$ cat src/rtl/hamming74_serial_tx.sv
// hamming74_serial_tx
// Hamming(7,4) serial transmitter. Accepts a 4-bit word over valid/ready,
// encodes it into a 7-bit codeword (optionally corrupted by an XOR mask) and
// shifts it out MSB first (c[6] first), one bit per clock, followed by GAP
// idle cycles.
//
// Ports:
//   clk      system clock, all state updates on posedge
//   reset    asynchronous, active-high; clears all state
//   data_in  data word d[3:0], sampled on the accepting edge only
//   valid    data_in is valid this cycle
//   ready    block can accept data_in this cycle
//   err_inj  XOR mask applied to the codeword at load time (bit i flips c[i])
//   out      serial codeword bit (IDLE_LEVEL when nothing is being sent)
//   sof      high while out carries c[6] of a word
//   busy     high in SEND or GAP
//   cw       codeword (after err_inj) most recently loaded; held after the word
module hamming74_serial_tx #(
  parameter int unsigned GAP        = 0,
  parameter logic        IDLE_LEVEL = 1'b0
) (
  input  logic       clk,
  input  logic       reset,
  input  logic [3:0] data_in,
  input  logic       valid,
  output logic       ready,
  input  logic [6:0] err_inj,
  output logic       out,
  output logic       sof,
  output logic       busy,
  output logic [6:0] cw
);

  // The gap counter only ever holds GAP-1 down to 0.
  localparam int unsigned GW = (GAP > 1) ? $clog2(GAP) : 1;

  typedef enum logic [1:0] {
    S_IDLE = 2'd0,
    S_SEND = 2'd1,
    S_GAP  = 2'd2
  } state_t;

  state_t        state;
  logic [6:0]    sh;
  logic [2:0]    bit_cnt;
  logic [GW-1:0] gap_cnt;
  logic [6:0]    code;
  logic          accept;

  // Codeword layout: data in c[6:3], parity in c[2:0].
  always_comb begin
    code[6] = data_in[3];
    code[5] = data_in[2];
    code[4] = data_in[1];
    code[3] = data_in[0];
    code[2] = data_in[1] ^ data_in[2] ^ data_in[3];
    code[1] = data_in[0] ^ data_in[1] ^ data_in[2];
    code[0] = data_in[0] ^ data_in[2] ^ data_in[3];
    code    = code ^ err_inj;
  end

  // With GAP==0 the next word may be taken during the last bit of the
  // current one, giving a continuous bit stream.
  assign ready  = !reset && ((state == S_IDLE) ||
                             (state == S_SEND && bit_cnt == 3'd0 && GAP == 0));
  assign accept = valid && ready;

  // Outputs are decoded purely from state flops; no input reaches them.
  assign out  = (state == S_SEND) ? sh[6] : IDLE_LEVEL;
  assign sof  = (state == S_SEND) && (bit_cnt == 3'd6);
  assign busy = (state != S_IDLE);

  always_ff @(posedge clk or posedge reset) begin
    if (reset) begin
      state   <= S_IDLE;
      sh      <= '0;
      cw      <= '0;
      bit_cnt <= '0;
      gap_cnt <= '0;
    end else begin
      case (state)
        S_IDLE: begin
          if (accept) begin
            sh      <= code;
            cw      <= code;
            bit_cnt <= 3'd6;
            state   <= S_SEND;
          end
        end
        S_SEND: begin
          sh      <= sh << 1;
          bit_cnt <= bit_cnt - 3'd1;
          if (bit_cnt == 3'd0) begin
            if (GAP > 0) begin
              gap_cnt <= GW'(GAP - 1);
              state   <= S_GAP;
            end else if (accept) begin
              sh      <= code;
              cw      <= code;
              bit_cnt <= 3'd6;
            end else begin
              state <= S_IDLE;
            end
          end
        end
        S_GAP: begin
          gap_cnt <= gap_cnt - 1'b1;
          if (gap_cnt == '0) state <= S_IDLE;
        end
        default: state <= S_IDLE;
      endcase
    end
  end

endmodule

$ cat config.mk
export PLATFORM = sky130hd
export DESIGN_NAME = hamming74_serial_tx
export DESIGN_NICKNAME = d
export VERILOG_FILES = /design/src/rtl/hamming74_serial_tx.sv
export SDC_FILE = /design/constraint.sdc
export NUM_CORES = 1
export LEC_CHECK = 0
export BUFFER_PORTS_ARGS = -buffer_cell sky130_fd_sc_hd__buf_4
export CAP_MARGIN = 5
export CORE_ASPECT_RATIO = 0.8
export CORE_MARGIN = 5
export CORE_UTILIZATION = 46
export DETAILED_ROUTE_END_ITERATION = 12
export HOLD_SLACK_MARGIN = 0.15
export PLACE_DENSITY_LB_ADDON = 0.1
export SYNTH_ARGS = -nofsm -noshare
export SYNTH_HDL_FRONTEND = slang
export SYNTH_SLANG_ARGS = --single-unit
$ cat constraint.sdc
create_clock -name clk -period 2.3 [get_ports clk]
set_clock_uncertainty 0.15 [all_clocks]
set_input_delay 0.345 -clock clk [delete_from_list [all_inputs] [get_ports clk]]
set_output_delay 0.345 -clock clk [all_outputs]
set_load 0.05 [all_outputs]
==> flow_metrics.py, run 1 <==
metrics = {
    "run_status": {
        "outcome": "finished, final reports clean",
    },
    "die": {
        "die-height_um": 52.0,
        "io_pins": 25,
        "row_count": 15,
        "floorplan.die_area_mm2": 0.00325,
        "area_inside_the_core_boundary_mm2": 0.00212,
        "die_width_um": 62.5,
        "starting_density_of_the_core": 0.478,
    },
    "clocking": {
        "clkSinkCount": 18,
        "cts_tree": "done",
        "cts-buffers-inserted": 3,
        "cts_max_path_buffers": 2,
        "cts-htree-levels": 1,
        "post_cts.repair.setup_buffers": 0,
        "cts_root_buffer": "sky130_fd_sc_hd__clkbuf_4",
        "clk_transition_reported_paths_ns": 0.10,
        "insertion_delay_of_the_later_clocked_pin_in_the_worst_skew_pair_ns": 0.29,
    },
    "drt": {
        "drt_wl_total_um": 2090,
        "iteration_0_drc_count_of_the_detailed_router": 29,
        "dr.pass1.iters": 4,
        "detail_route.drc_violations": 0,
        "avgRoutedWirePerCell_um": 14.0,
        "vias_per_cell": 5.19,
        "vias": 774,
        "antenna_violating_nets_post_route": 0,
    },
    "yosys": {
        "ys_warn_count": 0,
        "ys_ff_latch": 18,
        "number_of_distinct_standard_cells_referenced_by_the_synthesized_netlist": 34,
        "synth_fp_nets": 112,
        "ys_seq_area_frac": 0.444,
        "synthesis.area_mm2": 0.00101,
        "synthesis.instances": 94,
        "post_synth.cell_area_avg_um2": 10.8,
    },
    "hold_path": {
        "holdCritStartpoint": "err_inj[3]",
        "whs_path_depth": 3,
        "hold_end": "cw[3]",
        "worstHoldPathType": "primary input to flip-flop",
    },
    "cells_and_area": {
        "n_fill_cell": 180,
        "design_area_mm2": 0.00128,
        "antenna_cells_inserted": 0,
        "num-nets-final": 144,
        "fraction_of_final_layout_cells_sized_beyond_drive_strength_1": 0.331,
        "flow.area_growth_from_synthesis_pct": 26.8,
    },
    "flow_run": {
        "drv.max_cap_violation_count": 0,
    },
    "worst_setup_path": {
        "reg2reg_depth": 8,
        "worst-setup-path-type": "primary input to flip-flop",
        "startpoint_type": "primary input",
        "r2r_end": "sh[1]",
        "worstPathCellList": "dlygate4sd3_1 > buf_4 > nand2b_1 > a21oi_4 > inv_2 > ha_1 > or4_1 > o221a_2",
        "cp.arrival_ns": 2.22,
        "setup.worst_path.end_class": "flip-flop",
        "cp.required_ns": 2.34,
        "timing.critical_path.max_delay_family": "buffers and inverters",
        "r2r-start": "bit_cnt[0]",
        "critical_path.max_fanout": 5,
        "slowest_stage": "sky130_fd_sc_hd__dlygate4sd3_1",
        "max_stage_delay_ns": 0.53,
        "path_buf_inv": 3,
        "ff2ff_setup_slack_ns": 0.14,
    },
    "timing": {
        "worstMarginPinSlew_ns": 0.676,
        "relSlewSlack": 0.549,
        "max_freq_mhz": 458,
        "setup_total_negative_slack_ns": 0,
        "setup-violations-final": 0,
        "hold_violations_final": 0,
        "layout_min_cycle_time_ns": 2.19,
        "setup_repair_after_global_routing_missed_its_margin": "false",
        "report.final.slew_viol_count": 0,
        "timing.final.crit_share": 0.950,
    },
    "grt": {
        "global_route.usage.total": 0.141,
        "grt_pass1_vias": 759,
        "grt_overflow": 0,
        "grt_pass1_wl_um": 3560,
        "grt_antenna_before_repair": 0,
        "pin_count_of_the_biggest_net_entering_global_routing": 19,
    },
    "power": {
        "total_leakage_power_nw": 0.618,
        "power_density_mw_per_mm2": 1410,
        "power.ir.vdd_worst_uv": 793,
    },
    "placement": {
        "buffer_ports.inserted": 24,
        "placed_cell_area_mm2": 0.00125,
        "post-dp-hpwl_um": 1610,
        "global_placement_routability_congestion": 0.735,
    },
}
-- synthesized netlist by cell type, drive strengths merged --
master	instances	area (um2)
a211oi	4	30.0
and3	1	6.26
o221a	1	11.3
dfrtp	18	450
xor2	6	52.6
nor4	1	6.26
mux2i	1	10.0
xnor2	6	60.1
mux2	6	67.6
o31ai	1	7.51
and4bb	1	12.5
a22o	1	8.76
nor2	10	37.5
a31oi	1	6.26
buf	1	5.00
a221oi	3	26.3
nand4	1	6.26
inv	11	41.3
a21oi	4	31.3
nand4bb	1	11.3
nand2	1	3.75
clkbuf	2	7.51
and4	1	8.76
o21ai	2	10.0
nand2b	2	20.0
ha	4	50.1
or4	1	7.51
a311oi	2	17.5
-- flip-flops by register name, indices dropped and copies added, names as in the netlist --
register and flops:
cw 7, bit_cnt 3, state 1, sh 7
-- what timing repair did --
action,in CTS,in global routing
endpoints found under the hold margin,18,0
resized for setup,0,1
setup endpoints to repair,0,1
hold buffers,1,0
-- where the power goes --
part	switching, W	internal, W	total (W)
combinational	0.000673	0.000429	0.00110
clock	0.0000934	0.0000609	0.000154
sequential	0.0000900	0.000470	0.000560
total	0.000856	0.000960	0.00182
-- layout by cell type (no fill, tap or decap), types with 3 or more instances in the layout --
cell | Yosys | routed
sky130_fd_sc_hd__xor2_1 | 6 | 6
sky130_fd_sc_hd__ha_1 | 4 | 3
sky130_fd_sc_hd__a21oi_1 | 3 | 3
sky130_fd_sc_hd__a221oi_1 | 3 | 3
sky130_fd_sc_hd__dfrtp_1 | 18 | 18
sky130_fd_sc_hd__nor2_1 | 10 | 10
sky130_fd_sc_hd__buf_4 | 0 | 29
sky130_fd_sc_hd__mux2_1 | 4 | 4
sky130_fd_sc_hd__xnor2_1 | 5 | 5
sky130_fd_sc_hd__inv_1 | 9 | 9
sky130_fd_sc_hd__clkbuf_4 | 0 | 3
sky130_fd_sc_hd__a211oi_1 | 4 | 4
-- routing by layer --
layer	vias up	track usage	wire length [um]
met3	2	0.0454	95
li1	392	-	-
met4	0	0.0318	13
met1	368	0.176	1010
met5	-	0	0
met2	12	0.238	969
-- final cells by class --
class                   instances  area (um2)  share of cell area
multi-input cells              62         512               0.398
clock buffers                   3        22.5              0.0175
flip-flops and latches         18         450               0.351
repair buffers                 30         228               0.177
inverters                      11        41.3              0.0321
well taps                      25        31.3              0.0243
-- worst max-delay path by stage --
stage | from | to | slack, ns | cells after the start
after floorplan | bit_cnt[0] | sh[1] | 0.12 | 8
after global placement | bit_cnt[0] | sh[1] | 0.21 | 8
after detailed placement | bit_cnt[0] | sh[1] | 0.14 | 8
after CTS | reset | sh[1] | 0.12 | 8
after global routing | bit_cnt[0] | sh[1] | 0.03 | 8
final | reset | sh[1] | 0.11 | 8
-- cells by family (layout without fill, tap and decap cells) --
group | after synthesis | count (layout) | synth area share
compound gates | 19 | 19 | 0.147
buf+inv | 14 | 44 | 0.0531
simple gates | 20 | 20 | 0.119
fa+ha+maj | 4 | 4 | 0.0494
flops | 18 | 18 | 0.444
xor+xnor | 12 | 12 | 0.111
mux | 7 | 7 | 0.0765
-- through the flow --
| step | worst slack (ns) | power (W) | utilization | hold slack, ns | std cells |
|---|---|---|---|---|---|
| 5_1_grt | 0.0330 | 0.00196 | 0.606 | 0.347 | 149 |
| 6_report | 0.114 | 0.00182 | 0.606 | 0.331 | 149 |
| 4_1_cts | 0.124 | 0.00183 | 0.605 | 0.333 | 149 |
| 2_1_floorplan | 0.121 | 0.00135 | - | 0.134 | 94 |
| 3_3_place_gp | 0.209 | 0.00165 | 0.589 | 0.321 | 145 |
| 3_5_place_dp | 0.140 | 0.00167 | 0.589 | 0.327 | 145 |
-- worst min-delay path, cell delays in order --
cell and delay, ns:
sky130_fd_sc_hd__buf_4 0.08, sky130_fd_sc_hd__xor2_1 0.17, sky130_fd_sc_hd__mux2_1 0.15
Note: power is estimated with default switching activity, not from simulation.
==> run 2, diff against run 1 <==
--- a/config.mk
+++ b/config.mk
@@ -7,9 +7,11 @@
 export LEC_CHECK = 0
 export BUFFER_PORTS_ARGS = -buffer_cell sky130_fd_sc_hd__buf_4
 export CAP_MARGIN = 5
+export CELL_PAD_IN_SITES_DETAIL_PLACEMENT = 0
+export CELL_PAD_IN_SITES_GLOBAL_PLACEMENT = 1
 export CORE_ASPECT_RATIO = 0.8
 export CORE_MARGIN = 5
-export CORE_UTILIZATION = 46
+export CORE_UTILIZATION = 36
 export DETAILED_ROUTE_END_ITERATION = 12
 export HOLD_SLACK_MARGIN = 0.15
 export PLACE_DENSITY_LB_ADDON = 0.1
==> run 2 against run 1 <==
- flip-flop and latch count stayed put
- final area up 2.3%
- critical path depth unchanged
- die area increased by 23%
- register-to-register slack improved by 0.04 ns
- critical path type unchanged
- largest cell class unchanged
- highest routed layer unchanged
==> flow_metrics.py, run 2 (same netlist as run 1, synthesis figures left out) <==
metrics = {
    "clocking": {
        "cts-htree-levels": 1,
        "cts_tree": "done",
        "cts_root_buffer": "sky130_fd_sc_hd__clkbuf_4",
        "clkSinkCount": 18,
        "insertion_delay_of_the_later_clocked_pin_in_the_worst_skew_pair_ns": 0.30,
        "post_cts.repair.setup_buffers": 0,
        "clk_transition_reported_paths_ns": 0.11,
        "cts-buffers-inserted": 3,
        "cts_max_path_buffers": 2,
    },
    "worst_setup_path": {
        "worstPathCellList": "dlygate4sd3_1 > buf_4 > nand2b_1 > a21oi_4 > inv_2 > ha_1 > or4_1 > o221a_2",
        "r2r_end": "sh[1]",
        "cp.required_ns": 2.35,
        "startpoint_type": "primary input",
        "path_buf_inv": 3,
        "timing.critical_path.max_delay_family": "buffers and inverters",
        "setup.worst_path.end_class": "flip-flop",
        "slowest_stage": "sky130_fd_sc_hd__dlygate4sd3_1",
        "worst-setup-path-type": "primary input to flip-flop",
        "cp.arrival_ns": 2.21,
        "reg2reg_depth": 8,
        "critical_path.max_fanout": 5,
        "r2r-start": "bit_cnt[0]",
        "ff2ff_setup_slack_ns": 0.18,
        "max_stage_delay_ns": 0.54,
    },
    "cells_and_area": {
        "flow.area_growth_from_synthesis_pct": 29.8,
        "seq_area_um2": 450,
        "num-nets-final": 144,
        "largestRegisters": "cw: 7 flops, sh: 7 flops, bit_cnt: 3 flops",
        "n_fill_cell": 285,
        "fin_util": 0.483,
        "final_common_cell": "sky130_fd_sc_hd__buf_4",
        "antenna_cells_inserted": 0,
        "multi_input_area_um2": 512,
        "fraction_of_final_layout_cells_sized_beyond_drive_strength_1": 0.336,
        "layout_common_cells": "sky130_fd_sc_hd__buf_4 (29), sky130_fd_sc_hd__dfrtp_1 (18), sky130_fd_sc_hd__nor2_1 (10), sky130_fd_sc_hd__inv_1 (9), sky130_fd_sc_hd__xor2_1 (6)",
    },
    "hold_path": {
        "whs_path_depth": 3,
        "worstHoldPathType": "primary input to flip-flop",
        "hold_end": "cw[4]",
        "holdCritStartpoint": "err_inj[4]",
    },
    "flow_run": {
        "drv.max_cap_violation_count": 0,
    },
    "power": {
        "p_sw_frac": 0.467,
        "netSwitchingPower_w": 0.000874,
        "power.ir.vdd_worst_uv": 580,
        "total_leakage_power_nw": 0.624,
        "power_density_mw_per_mm2": 1420,
        "share_comb_of_total_power": 0.595,
        "share_seq_of_total_power": 0.299,
        "internal_power_w": 0.000997,
        "finalPower_w": 0.00187,
        "clkPwrFrac": 0.106,
    },
    "grt": {
        "grt_overflow": 0,
        "global_route.usage.total": 0.115,
        "grt_pass1_wl_um": 3620,
        "grt_antenna_before_repair": 0,
        "pin_count_of_the_biggest_net_entering_global_routing": 19,
        "grt_pass1_vias": 743,
    },
    "die": {
        "row_count": 17,
        "die_width_um": 69.3,
        "io_pins": 25,
        "die-height_um": 57.5,
        "area_inside_the_core_boundary_mm2": 0.00272,
        "floorplan.die_area_mm2": 0.00398,
        "starting_density_of_the_core": 0.372,
    },
    "placement": {
        "buffer_ports.inserted": 24,
        "global_placement_routability_congestion": 0.720,
        "post-dp-hpwl_um": 1730,
    },
    "timing": {
        "hold_violations_final": 0,
        "layout_min_cycle_time_ns": 2.16,
        "max_freq_mhz": 463,
        "report.final.slew_viol_count": 0,
        "relSlewSlack": 0.539,
        "timing.final.crit_share": 0.940,
        "setup_total_negative_slack_ns": 0,
        "worstMarginPinSlew_ns": 0.690,
        "setup-violations-final": 0,
        "setup_repair_after_global_routing_missed_its_margin": "false",
    },
    "drt": {
        "dr.pass1.iters": 4,
        "iteration_0_drc_count_of_the_detailed_router": 20,
        "vias": 785,
        "vias_per_cell": 4.82,
        "avgRoutedWirePerCell_um": 13.4,
        "drt_wl_total_um": 2180,
        "antenna_violating_nets_post_route": 0,
        "detail_route.drc_violations": 0,
    },
    "run_status": {
        "outcome": "finished, final reports clean",
    },
}
-- run 2: worst register-to-register path, delay by kind of cell (launching register included) --
family	cells	cell delay (ns)
simple gates	2	0.60
flops	1	0.37
buf+inv	2	0.20
fa+ha+maj	2	0.44
compound gates	2	0.29
-- run 2: worst max-delay path by stage --
stage	startpoint	endpoint	slack (ns)	depth (start not counted)
global route	reset	sh[5]	0.03	11
floorplan	bit_cnt[0]	sh[1]	0.12	8
detailed placement	bit_cnt[0]	sh[1]	0.16	8
finish	reset	sh[1]	0.14	8
CTS	reset	sh[1]	0.14	8
global placement	bit_cnt[0]	sh[1]	0.24	8
-- run 2: metrics by stage --
step	hold WS [ns]	instance area (um2)	cells	worst slack [ns]
floorplan	0.134	1010	94	0.121
global route	0.364	1320	163	0.0314
finish	0.341	1320	163	0.139
global placement	0.318	1270	158	0.240
CTS	0.340	1310	163	0.139
detailed placement	0.328	1270	158	0.155
-- run 2: area by class of cell --
type,count,share of cell area
multi-input cells,62,0.389
clock buffers,4,0.0276
flip-flops and latches,18,0.343
repair buffers,30,0.173
well taps,38,0.0362
inverters,11,0.0314
-- run 2: timing repair --
action / in CTS / in global routing
endpoints found under the hold margin: 18 / 0
hold buffers: 1 / 0
setup endpoints to repair: 0 / 1
gates resized for setup: 0 / 1
-- run 2: power by group through the flow --
stage | registers [W] | clock network [W] | logic (W)
after floorplan | 0.000780 | 0 | 0.000573
after global placement | 0.000562 | 0 | 0.00110
after global routing | 0.000581 | 0.000217 | 0.00120
after detailed placement | 0.000565 | 0 | 0.00112
after CTS | 0.000560 | 0.000202 | 0.00112
final | 0.000559 | 0.000198 | 0.00111
-- run 2: per-layer routing --
metal | routed length [um] | GRT usage | up-vias
met2 | 1020 | 0.175 | 11
met4 | 14 | 0.0251 | 0
met3 | 60 | 0.0423 | 2
met1 | 1090 | 0.156 | 378
li1 | - | - | 394
met5 | 0 | 0 | -
